===== src/rtl/bit_epic_pkg.sv =====
// Shared types and constant helpers for the button event arbiter.
package bit_epic_pkg;

    typedef enum logic [1:0] {
        IDLE = 2'b00,
        HOLD = 2'b01,
        RPT  = 2'b10
    } btn_state_e;

    // Ceiling log2, never smaller than 1 so it can size a vector directly.
    function automatic int unsigned clog2(input int unsigned v);
        int unsigned r;
        int unsigned p;
        r = 0;
        p = 1;
        while (p < v) begin
            p = p << 1;
            r = r + 1;
        end
        return (r == 0) ? 1 : r;
    endfunction

    function automatic int unsigned max2(input int unsigned a, input int unsigned b);
        return (a > b) ? a : b;
    endfunction

endpackage


===== src/rtl/button_event_arbiter_if.sv =====
// Valid/ready event stream from the arbiter to the game logic.
interface button_event_arbiter_if #(
    parameter int unsigned ID_W = 2
) ();
    logic            eventValid;
    logic            eventReady;
    logic [ID_W-1:0] eventId;
    logic            eventRepeat;

    modport master (
        output eventValid,
        output eventId,
        output eventRepeat,
        input  eventReady
    );

    modport slave (
        input  eventValid,
        input  eventId,
        input  eventRepeat,
        output eventReady
    );
endinterface


===== src/rtl/button_repeat_fsm.sv =====
// Per-button press / hold-to-repeat sequencer; emits a one-cycle event strobe.
module button_repeat_fsm
    import bit_epic_pkg::*;
#(
    parameter int unsigned REPEAT_DELAY = 8,
    parameter int unsigned REPEAT_RATE  = 3,
    parameter int unsigned CNT_W        = 4
) (
    input  logic clock,
    input  logic resetN,
    input  logic button,
    output logic evt_c,
    output logic rpt_c
);

    localparam bit               RPT_EN   = (REPEAT_DELAY != 0);
    localparam logic [CNT_W-1:0] DELAY_LD = RPT_EN ? CNT_W'(REPEAT_DELAY - 1) : '0;
    localparam logic [CNT_W-1:0] RATE_LD  = CNT_W'(REPEAT_RATE - 1);

    btn_state_e       state_q, state_d;
    logic [CNT_W-1:0] cnt_q, cnt_d;

    always_ff @(posedge clock or negedge resetN) begin
        if (!resetN) begin
            state_q <= IDLE;
            cnt_q   <= '0;
        end else begin
            state_q <= state_d;
            cnt_q   <= cnt_d;
        end
    end

    // Counter saturates at zero, which also covers the repeat-disabled case.
    always_comb begin
        state_d = state_q;
        cnt_d   = cnt_q;
        evt_c   = 1'b0;
        rpt_c   = 1'b0;
        case (state_q)
            IDLE: begin
                if (button) begin
                    state_d = HOLD;
                    evt_c   = 1'b1;
                    cnt_d   = DELAY_LD;
                end
            end
            HOLD: begin
                if (!button) begin
                    state_d = IDLE;
                end else if (cnt_q == '0 && RPT_EN) begin
                    state_d = RPT;
                    evt_c   = 1'b1;
                    rpt_c   = 1'b1;
                    cnt_d   = RATE_LD;
                end else if (cnt_q != '0) begin
                    cnt_d = cnt_q - CNT_W'(1);
                end
            end
            RPT: begin
                if (!button) begin
                    state_d = IDLE;
                end else if (cnt_q == '0) begin
                    evt_c = 1'b1;
                    rpt_c = 1'b1;
                    cnt_d = RATE_LD;
                end else begin
                    cnt_d = cnt_q - CNT_W'(1);
                end
            end
            default: state_d = IDLE;
        endcase
    end

endmodule


===== src/rtl/button_event_arbiter.sv =====
// Serializes per-button press/repeat events onto one valid/ready stream, round-robin.
module button_event_arbiter
    import bit_epic_pkg::*;
#(
    parameter int unsigned N_BUTTONS    = 4,
    parameter int unsigned REPEAT_DELAY = 25000000,
    parameter int unsigned REPEAT_RATE  = 5000000,
    parameter int unsigned ID_W         = clog2(N_BUTTONS)
) (
    input  logic                 clock,
    input  logic                 resetN,
    input  logic [N_BUTTONS-1:0] buttons,
    input  logic                 enable,
    button_event_arbiter_if.master ev,
    output logic [N_BUTTONS-1:0] pending,
    output logic                 overrun
);

    localparam int unsigned CNT_W = clog2(max2(REPEAT_DELAY, REPEAT_RATE) + 1);

    logic [N_BUTTONS-1:0] evt_c, rpt_c;
    logic [N_BUTTONS-1:0] rep_q, rep_d, pend_d;
    logic [ID_W-1:0]      ptr_q, gnt_c;
    logic                 gnt_vld_c, free_c, lost_c;

    for (genvar i = 0; i < N_BUTTONS; i++) begin : g_fsm
        button_repeat_fsm #(
            .REPEAT_DELAY (REPEAT_DELAY),
            .REPEAT_RATE  (REPEAT_RATE),
            .CNT_W        (CNT_W)
        ) u_fsm (
            .clock  (clock),
            .resetN (resetN),
            .button (buttons[i]),
            .evt_c  (evt_c[i]),
            .rpt_c  (rpt_c[i])
        );
    end

    // Round-robin pick: first pending bit at or above the pointer, wrapping.
    always_comb begin
        int unsigned idx;
        idx       = 0;
        gnt_vld_c = 1'b0;
        gnt_c     = '0;
        for (int unsigned k = 0; k < N_BUTTONS; k++) begin
            idx = 32'(ptr_q) + k;
            if (idx >= N_BUTTONS) idx = idx - N_BUTTONS;
            if (!gnt_vld_c && pending[ID_W'(idx)]) begin
                gnt_vld_c = 1'b1;
                gnt_c     = ID_W'(idx);
            end
        end
    end

    // A new capture beats a same-edge grant clear; otherwise a capture onto a set bit is lost.
    always_comb begin
        logic clr, set;
        free_c = !ev.eventValid || ev.eventReady;
        lost_c = 1'b0;
        pend_d = pending;
        rep_d  = rep_q;
        for (int i = 0; i < N_BUTTONS; i++) begin
            clr       = free_c && gnt_vld_c && (gnt_c == ID_W'(i));
            set       = evt_c[i] && enable;
            pend_d[i] = set || (pending[i] && !clr);
            if (set) rep_d[i] = rpt_c[i];
            if (set && pending[i] && !clr) lost_c = 1'b1;
        end
    end

    always_ff @(posedge clock or negedge resetN) begin
        if (!resetN) begin
            pending        <= '0;
            rep_q          <= '0;
            overrun        <= 1'b0;
            ptr_q          <= '0;
            ev.eventValid  <= 1'b0;
            ev.eventId     <= '0;
            ev.eventRepeat <= 1'b0;
        end else begin
            pending <= pend_d;
            rep_q   <= rep_d;
            overrun <= lost_c;
            if (free_c) begin
                if (gnt_vld_c) begin
                    ev.eventValid  <= 1'b1;
                    ev.eventId     <= gnt_c;
                    ev.eventRepeat <= rep_q[gnt_c];
                    ptr_q          <= (gnt_c == ID_W'(N_BUTTONS - 1)) ? '0 : gnt_c + ID_W'(1);
                end else begin
                    ev.eventValid <= 1'b0;
                end
            end
        end
    end

endmodule


===== src/flat_wrapper.sv =====
// flat-port wrapper written by rule: the top's interface ports become plain ports
module button_event_arbiter_flat import bit_epic_pkg::*;
#(
    parameter int unsigned N_BUTTONS    = 4,
    parameter int unsigned REPEAT_DELAY = 25000000,
    parameter int unsigned REPEAT_RATE  = 5000000,
    parameter int unsigned ID_W         = clog2(N_BUTTONS)
)
  (clock, resetN, buttons, enable, pending, overrun, ev_eventValid, ev_eventId, ev_eventRepeat, ev_eventReady);
  button_event_arbiter_if #(.ID_W(ID_W)) ev_i ();
  input  logic clock;
  input  logic resetN;
  input  logic [N_BUTTONS-1:0] buttons;
  input  logic enable;
  output logic [N_BUTTONS-1:0] pending;
  output logic overrun;
  output wire logic [$bits(ev_i.eventValid)-1:0] ev_eventValid;
  output wire logic [$bits(ev_i.eventId)-1:0] ev_eventId;
  output wire logic [$bits(ev_i.eventRepeat)-1:0] ev_eventRepeat;
  input wire logic [$bits(ev_i.eventReady)-1:0] ev_eventReady;
  assign ev_eventValid = ev_i.eventValid;
  assign ev_eventId = ev_i.eventId;
  assign ev_eventRepeat = ev_i.eventRepeat;
  assign ev_i.eventReady = ev_eventReady;
  button_event_arbiter #(.N_BUTTONS(N_BUTTONS), .REPEAT_DELAY(REPEAT_DELAY), .REPEAT_RATE(REPEAT_RATE), .ID_W(ID_W)) u_core (.clock(clock), .resetN(resetN), .buttons(buttons), .enable(enable), .ev(ev_i), .pending(pending), .overrun(overrun));
endmodule

===== config.mk =====
export PLATFORM = sky130hd
export DESIGN_NAME = button_event_arbiter_flat
export DESIGN_NICKNAME = d
export VERILOG_FILES = /design/src/rtl/bit_epic_pkg.sv /design/src/rtl/button_event_arbiter_if.sv /design/src/rtl/button_repeat_fsm.sv /design/src/rtl/button_event_arbiter.sv /design/src/flat_wrapper.sv
export SDC_FILE = /design/constraint.sdc
export NUM_CORES = 1
export LEC_CHECK = 0
export ABC_AREA = 1
export CAP_MARGIN = 5
export CELL_PAD_IN_SITES_DETAIL_PLACEMENT = 0
export CELL_PAD_IN_SITES_GLOBAL_PLACEMENT = 1
export CORE_ASPECT_RATIO = 0.9
export CORE_MARGIN = 4
export CORE_UTILIZATION = 35
export CTS_CLUSTER_SIZE = 20
export DETAILED_ROUTE_END_ITERATION = 10
export GPL_ROUTABILITY_DRIVEN = 0
export GPL_TIMING_DRIVEN = 0
export HOLD_SLACK_MARGIN = 0.03
export PLACE_DENSITY = 0.6
export SYNTH_ARGS = -nofsm -noshare
export SYNTH_HDL_FRONTEND = slang
export SYNTH_SLANG_ARGS = --single-unit

===== constraint.sdc =====
create_clock -name clock -period 5.7 [get_ports clock]
set_input_delay 1.14 -clock clock [delete_from_list [all_inputs] [get_ports clock]]
set_output_delay 1.14 -clock clock [all_outputs]
set_load 0.1 [all_outputs]

---- Word-level counts from Yosys, hierarchy flattened ----
Cells that the tools add are included.
storage, ports and cells
  bits in registers ....................... 123
  bits in latches ......................... 0
  RAM bits ................................ 0
  ROM bits ................................ 0
  input bits .............................. 8
  output and inout port bits .............. 9
  logic and storage cells ................. 237
  memories ................................ 0
cells by class
  add/subtract/negate cells ............... 12
  multiply operators ...................... 0
  divide/modulo/power cells ............... 0
  order comparisons ....................... 9
  eq/ne operators ......................... 35
  shift operators ......................... 0
  mux-type cells .......................... 96
  bitwise gates (word level) .............. 0
  reduce and logical (&&, ||, !) cells .... 67
operator list
  kind                                                                           count
  25-bit two-way mux                                                             24
  25-bit one-hot mux with 3 select lines                                         4
  25-bit logical NOT                                                             4
  25-bit nonzero test                                                            4
  25-bit by 1-bit subtractor with 25-bit output (second input constant)          4
  2-bit two-way mux                                                              25
  2-bit inequality test (second input constant)                                  16
  1-bit two-way mux                                                              30
  1-bit logical AND                                                              24
  3-bit inequality test (second input constant)                                  8
  2-bit one-hot mux with 3 select lines                                          4
  5-bit AND reduction                                                            4
  2-bit by 3-bit less-than comparator with 1-bit output (second input constant)  5
  2-bit equality test (second input constant)                                    6
  3-bit AND reduction                                                            4
  3-bit nonzero test                                                             4
  1-bit binary-select mux with 2-bit select                                      5
  2-bit by 1-bit equality test with 1-bit output (second input constant)         5
  2-bit logical NOT                                                              5
  3-bit >= comparator (second input constant)                                    3
  1-bit logical NOT                                                              8
  1-bit one-hot mux with 2 select lines                                          4
  2-bit OR reduction                                                             4
  2-bit by 1-bit subtractor with 2-bit output (second input constant)            4
  other kinds (6)                                                                11

---- Longest topological paths before layout ----
Gate-level depths: netlist of the first run.
  word-level depth ........................ 22
  depth in mapped cells ................... 17
  mapped depth without buffers ............ 16

---- Hierarchy ----
From an unflattened synthesis of the first run, not the netlist that was laid out.
unflattened totals
  cells, all modules ...................... 1249
  area, all modules ....................... 8594.5 um2
modules (own cells, without submodules)
  module                                          times used  cells an instance  area an instance (um2)  seq. area each (um2)
  button_repeat_fsm at u_core.g_fsm[0].u_fsm ...  3           276                1896.8                  675.6
  button_repeat_fsm at u_core.g_fsm[3].u_fsm      1           273                1864.3                  675.6
  button_event_arbiter                            1           148                1039.7                  375.4

---- Worst setup path after synthesis of the first run ----
Ideal clock, no wire load.
  path type ............................... register to register
  start point ............................. register u_core.pending[2]
  end point ............................... register u_core.overrun
  setup time .............................. 0.119 ns
  arrival time ............................ 2.245 ns
  required time ........................... 5.581 ns
  path slack .............................. 3.336 ns
  cell stages (with the launch flop) ...... 15
  path buffers ............................ 0
  clock period less this slack ............ 2.364 ns
  cells stage by stage .................... dfrtp_1 -> inv_1 -> nand2_2 -> nand3_1 -> nand2_1 -> inv_1 -> nand3_1 -> nand3_2 -> inv_1 -> ha_1 -> nand2_1 -> nand2_1 -> nor2_1 -> nor2_1 -> nand2_1
on the way
  word-level cells in the longest chain between the ends .. 20
  elaborated cells on any way between the ends .. 44
  those cells by class .................... 3 x eq/ne; 20 x mux; 21 x reduce/logical
ends and longest elaborated chain
  what                                       RTL line                    text
  start, declared                            button_event_arbiter.sv:15  output logic [N_BUTTONS-1:0] pending,
  start signal, assigned                     button_event_arbiter.sv:82  pending <= pend_d;
  1-bit binary-select mux with 2-bit select  button_event_arbiter.sv:49  if (!gnt_vld_c && pending[ID_W'(idx)]) begin
  1-bit two-way mux (implied by the code)    button_event_arbiter.sv:49
  1-bit two-way mux                          button_event_arbiter.sv:49
  1-bit logical NOT                          button_event_arbiter.sv:49
  1-bit logical AND                          button_event_arbiter.sv:49
  1-bit two-way mux                          button_event_arbiter.sv:49
  1-bit logical NOT                          button_event_arbiter.sv:49
  1-bit logical AND                          button_event_arbiter.sv:49
  [4 not listed]                             n/a
  named net u_core.gnt_c[0]                  button_event_arbiter.sv:23  logic [ID_W-1:0] ptr_q, gnt_c;
  2-bit logical NOT                          button_event_arbiter.sv:64  clr = free_c && gnt_vld_c && (gnt_c == ID_W'(i));
  1-bit logical AND                          button_event_arbiter.sv:64
  1-bit logical NOT                          button_event_arbiter.sv:68  if (set && pending[i] && !clr) lost_c = 1'b1;
  1-bit logical AND                          button_event_arbiter.sv:68
  1-bit two-way mux (3 in series)            button_event_arbiter.sv:68
  1-bit two-way mux *                        button_event_arbiter.sv:68
  named net u_core.lost_c                    button_event_arbiter.sv:24  logic gnt_vld_c, free_c, lost_c;
  end signal, assigned                       button_event_arbiter.sv:84  overrun <= lost_c;
  end, declared                              button_event_arbiter.sv:16  output logic overrun
The timed path passes the listed nets; every way through them passes the cells marked *. The select of a mux whose other input is x is not followed.
A chain may end at the register's enable or synchronous reset.

---- Worst setup path after layout of the first run ----
  start point ............................. register u_core.pending[0]
  end point ............................... output port pending[0]
RTL lines
  what           RTL line            text
  end, declared  flat_wrapper.sv:15  output logic [N_BUTTONS-1:0] pending;
No word-level cell between the ends.

==> results of run 1 <==
## where the power goes
group	switching, µW	leakage [µW]	internal [µW]
registers	94.1	0.00135	975
clock network	420	0.000278	691
logic	1240	0.00228	473
total	1760	0.00390	2140
## state kept, by name, summed over array words and instances, names as in the netlist
register                    cells
u_core.ev.eventId               2
u_core.ev.eventRepeat           1
u_core.ev.eventValid            1
u_core.g_fsm.u_fsm.cnt_q      100
u_core.g_fsm.u_fsm.state_q      8
u_core.overrun                  1
u_core.pending                  4
u_core.ptr_q                    2
u_core.rep_q                    4
## area by class of cell
type	count	area, µm²	area share [%]
multi-input cells	766	4040	45.4
flip-flops and latches	123	3080	34.6
inverters	149	568	6.39
clock buffers	23	488	5.49
well taps	291	364	4.10
repair buffers	17	189	2.12
clock inverters	9	111	1.25
plain buffers	9	53.8	0.605
## metal layers
layer,up-vias,global-route usage (%)
li1,3500,-
met1,3006,25.2
met2,63,26.4
met3,10,3.07
met4,0,3.74
met5,-,0
## metrics by stage
step | power (µW) | TNS (ns) | area (µm²)
4_1_cts | 3950 | 0 | 8890
6_report | 3900 | 0 | 8890
2_1_floorplan | 2340 | 0 | 7740
5_1_grt | 4210 | 0 | 8890
3_5_place_dp | 2820 | 0 | 8290
3_3_place_gp | 2840 | -238.53 | 8260
## how the worst min path moves through the flow
| stage | start | endpoint | slack (ns) | cells past startpoint |
|---|---|---|---|---|
| after floorplan | u_core.rep_q[2]$_DFFE_PN0P_ | u_core.rep_q[2]$_DFFE_PN0P_ | 0.45 | 2 |
| after global placement | u_core.ev.eventId[1]$_DFFE_PN0N_ | u_core.ev.eventId[1]$_DFFE_PN0N_ | 0.47 | 2 |
| after detailed placement | u_core.rep_q[3]$_DFFE_PN0P_ | u_core.rep_q[3]$_DFFE_PN0P_ | 0.48 | 2 |
| after CTS | u_core.g_fsm[0].u_fsm.cnt_q[0]$_DFFE_PN0P_ | u_core.g_fsm[0].u_fsm.cnt_q[0]$_DFFE_PN0P_ | 0.49 | 1 |
| after global routing | u_core.g_fsm[2].u_fsm.cnt_q[3]$_DFFE_PN0P_ | u_core.g_fsm[2].u_fsm.cnt_q[3]$_DFFE_PN0P_ | 0.52 | 2 |
| final | u_core.ev.eventRepeat$_DFFE_PN0N_ | u_core.ev.eventRepeat$_DFFE_PN0N_ | 0.48 | 2 |
## kinds of logic after synthesis
logic type | count (synthesis) | synth area share, %
DFF | 123 | 39.8
adders and majority gates | 28 | 4.53
xor gates and xnor gates | 25 | 2.83
and+or+nand+nor | 569 | 33.7
AOI/OAI and AO/OA | 144 | 11.2
buffers and inverters | 158 | 8.04
## cells in the mapped netlist (all sizes together) (2+ instances only)
master	count	area (µm²)
xnor2	4	35.0
ha	28	350
nand2	231	915
inv	147	559
o22ai	8	50.1
and2	2	13.8
nor4	4	25.0
or2	7	43.8
nand3	97	523
nor2	173	714
o311ai	4	35.0
o211ai	2	15.0
nand4	17	106
o21ai	68	344
nor3	33	229
a22oi	10	75.1
a31oi	7	56.3
a21o	2	15.0
buf	6	42.5
a21oi	35	205
xor2	21	184
nor3b	3	22.5
clkbuf	3	11.3
dfrtp	123	3080
clkinv	2	8.75
==> results.md, run 1 <==
* Buffers & Inverters on Critical Path at 1
* Starting Density at 35.7%
* Worst hold path type: reg -> reg
* Hold_ws at 0.485 ns
* Post-CTS Resized at 0
* Clk Latency, worst-skew pair at 0.42 ns
* DR iter-0 viols at between 400 and 500
* Status: finished clean
* Root Driver: clkbuf_16
* Cell Pwr Density at 438 nW/µm²
* Most frequent cells in the layout: nand2_1 (218), nor2_1 (153), inv_1 (125)
* Post-synth top flop: dfrtp_1
* Fin worst setup slack at 2.50 ns
* Top delay family on crit path: buffers and inverters
* Final min period at about 3.2 ns
* Setup bufs post-CTS at 0
* Routed len/inst at 13.9 µm
* Post-DP HPWL at 14300 µm
* WL met3 at around 520 µm
* Final max-slew violation count at 0
* Max layer used: met4
* Met2 routed WL at 8450 µm
* Worst reg2reg path endpoint: u_core.g_fsm[1].u_fsm.cnt_q[9]$_DFFE_PN0P_
* Setup crit end kind: primary output
* Synthesized flop and latch total at 123
* Clock sink count at 123
* Core area at ~22000 µm²
* FF-to-FF setup slack at around 3.5 ns
* CP max FO at 5
* Routed wire length at 19300 µm
* Max_cap viols at 0
* CTS buffer count at 17
* Crit path launch: u_core.pending[0]$_DFF_PN0_
* Final nets at 1119
* R2R cell count at 10
* Seq/Total Area, Yosys at around 40%
* CP peak stage delay at 1.18 ns
* Gate count of the mapped netlist at 1047
* Area growth, synth to finish at 14.9%
* Longest Clk Path Bufs at 2
* WS Path Type: reg -> out
* Routed vias/inst at 4.74
* Worst slew pin tran at 0.977 ns
* I/O Buffers at 16
* Synth cell types at 57
* Ant diodes at 0
* I/O pins at 17
* Remaining global-route overflow at 0
* IR drop worst, VDD at ~0.00025 V
* Dpl cells at approximately 1400
* Filler Cells Inserted at 2235
* Fin. Hold Viols at 0
* Layout Cells excl Fill at between 1000 and 1500
* First-pass GRT wire length at 33700 µm
* Critical path, cell by cell: clkdlybuf4s50_1
* H-tree Lvls at 4
* Most common cell after layout, fill and taps aside: nand2_1
* Critical path's slowest cell: clkdlybuf4s50_1
* Final setup violation count at 0
* Wl on met1 at 10200 µm
* Vias in the first global route at 6547
* Critical Path End: pending[0]
* Core Util, Final at approximately 41%
* DR DRC count at 0
* WP depth at 1
* Worst EP required at 4.56 ns
* RSZ-0062 raised after global routing: no
* YS warnings at 0
* Syn avg cell area at roughly 7.4 µm²
* Vias post-DR at ~6600
* Die width at 165 µm
* Total track usage at 17.1%
* Max Clk Rate at ~310 MHz
* Post-route ant nets at 0
* Fin crit share at 56.1%
* DRT Pass-1 Iters at 5
* Pre-CTS setup slack at between 2 and 3 ns
* Leakage power at between 0.003 and 0.004 µW
* CTS tree: yes
* Cell area after synthesis at between 7000 and 8000 µm²
* Syn_nets at 1083
* Share of post-route cells with drive strength above 1 at 10.9%
* Pin count of the biggest net entering global routing at 82
* Clk_skew at 0.00777 ns
* Ys async rst share at 100%
* Rows at 51
* Hold buffer count at cts at 0
* CP startpoint kind: flop
* Die area at about 25000 µm²
* Clk pin slew, worst setup/hold paths at 0.05 ns
* Die Span Y at 149 µm
* Beginning of the worst register-to-register path: u_core.g_fsm[1].u_fsm.state_q[0]$_DFFE_PN0P_
* Initial antenna violation count at 0
* Post-synth EDFFs at 0
* WP data arrival at ~2.1 ns
* Relative max-transition margin at 34.6%
(Power assumes the default switching activity.)
==> inputs of run 2 (changes only) <==
==> constraint.sdc (replaced) <==
create_clock -name clock -period 3.33 [get_ports clock]
set_input_delay 0.666 -clock clock [delete_from_list [all_inputs] [get_ports clock]]
set_output_delay 0.666 -clock clock [all_outputs]
set_load 0.1 [all_outputs]
==> results of run 2 <==
The final DEF is identical to that of run 1. Status: finished clean.
Among the figures that moved: setup slack after placement 2.55 ns -> 0.652 ns; clock-pin slew on the worst setup and hold paths 0.05 ns -> 0.06 ns; setup slack after layout 2.50 ns -> 0.607 ns; hold slack 0.485 ns -> 0.165 ns; register-to-register setup slack 3.45 ns -> 1.08 ns; total power 3900 µW -> 6670 µW; worst IR drop on VDD 0.000253 V -> 0.000434 V
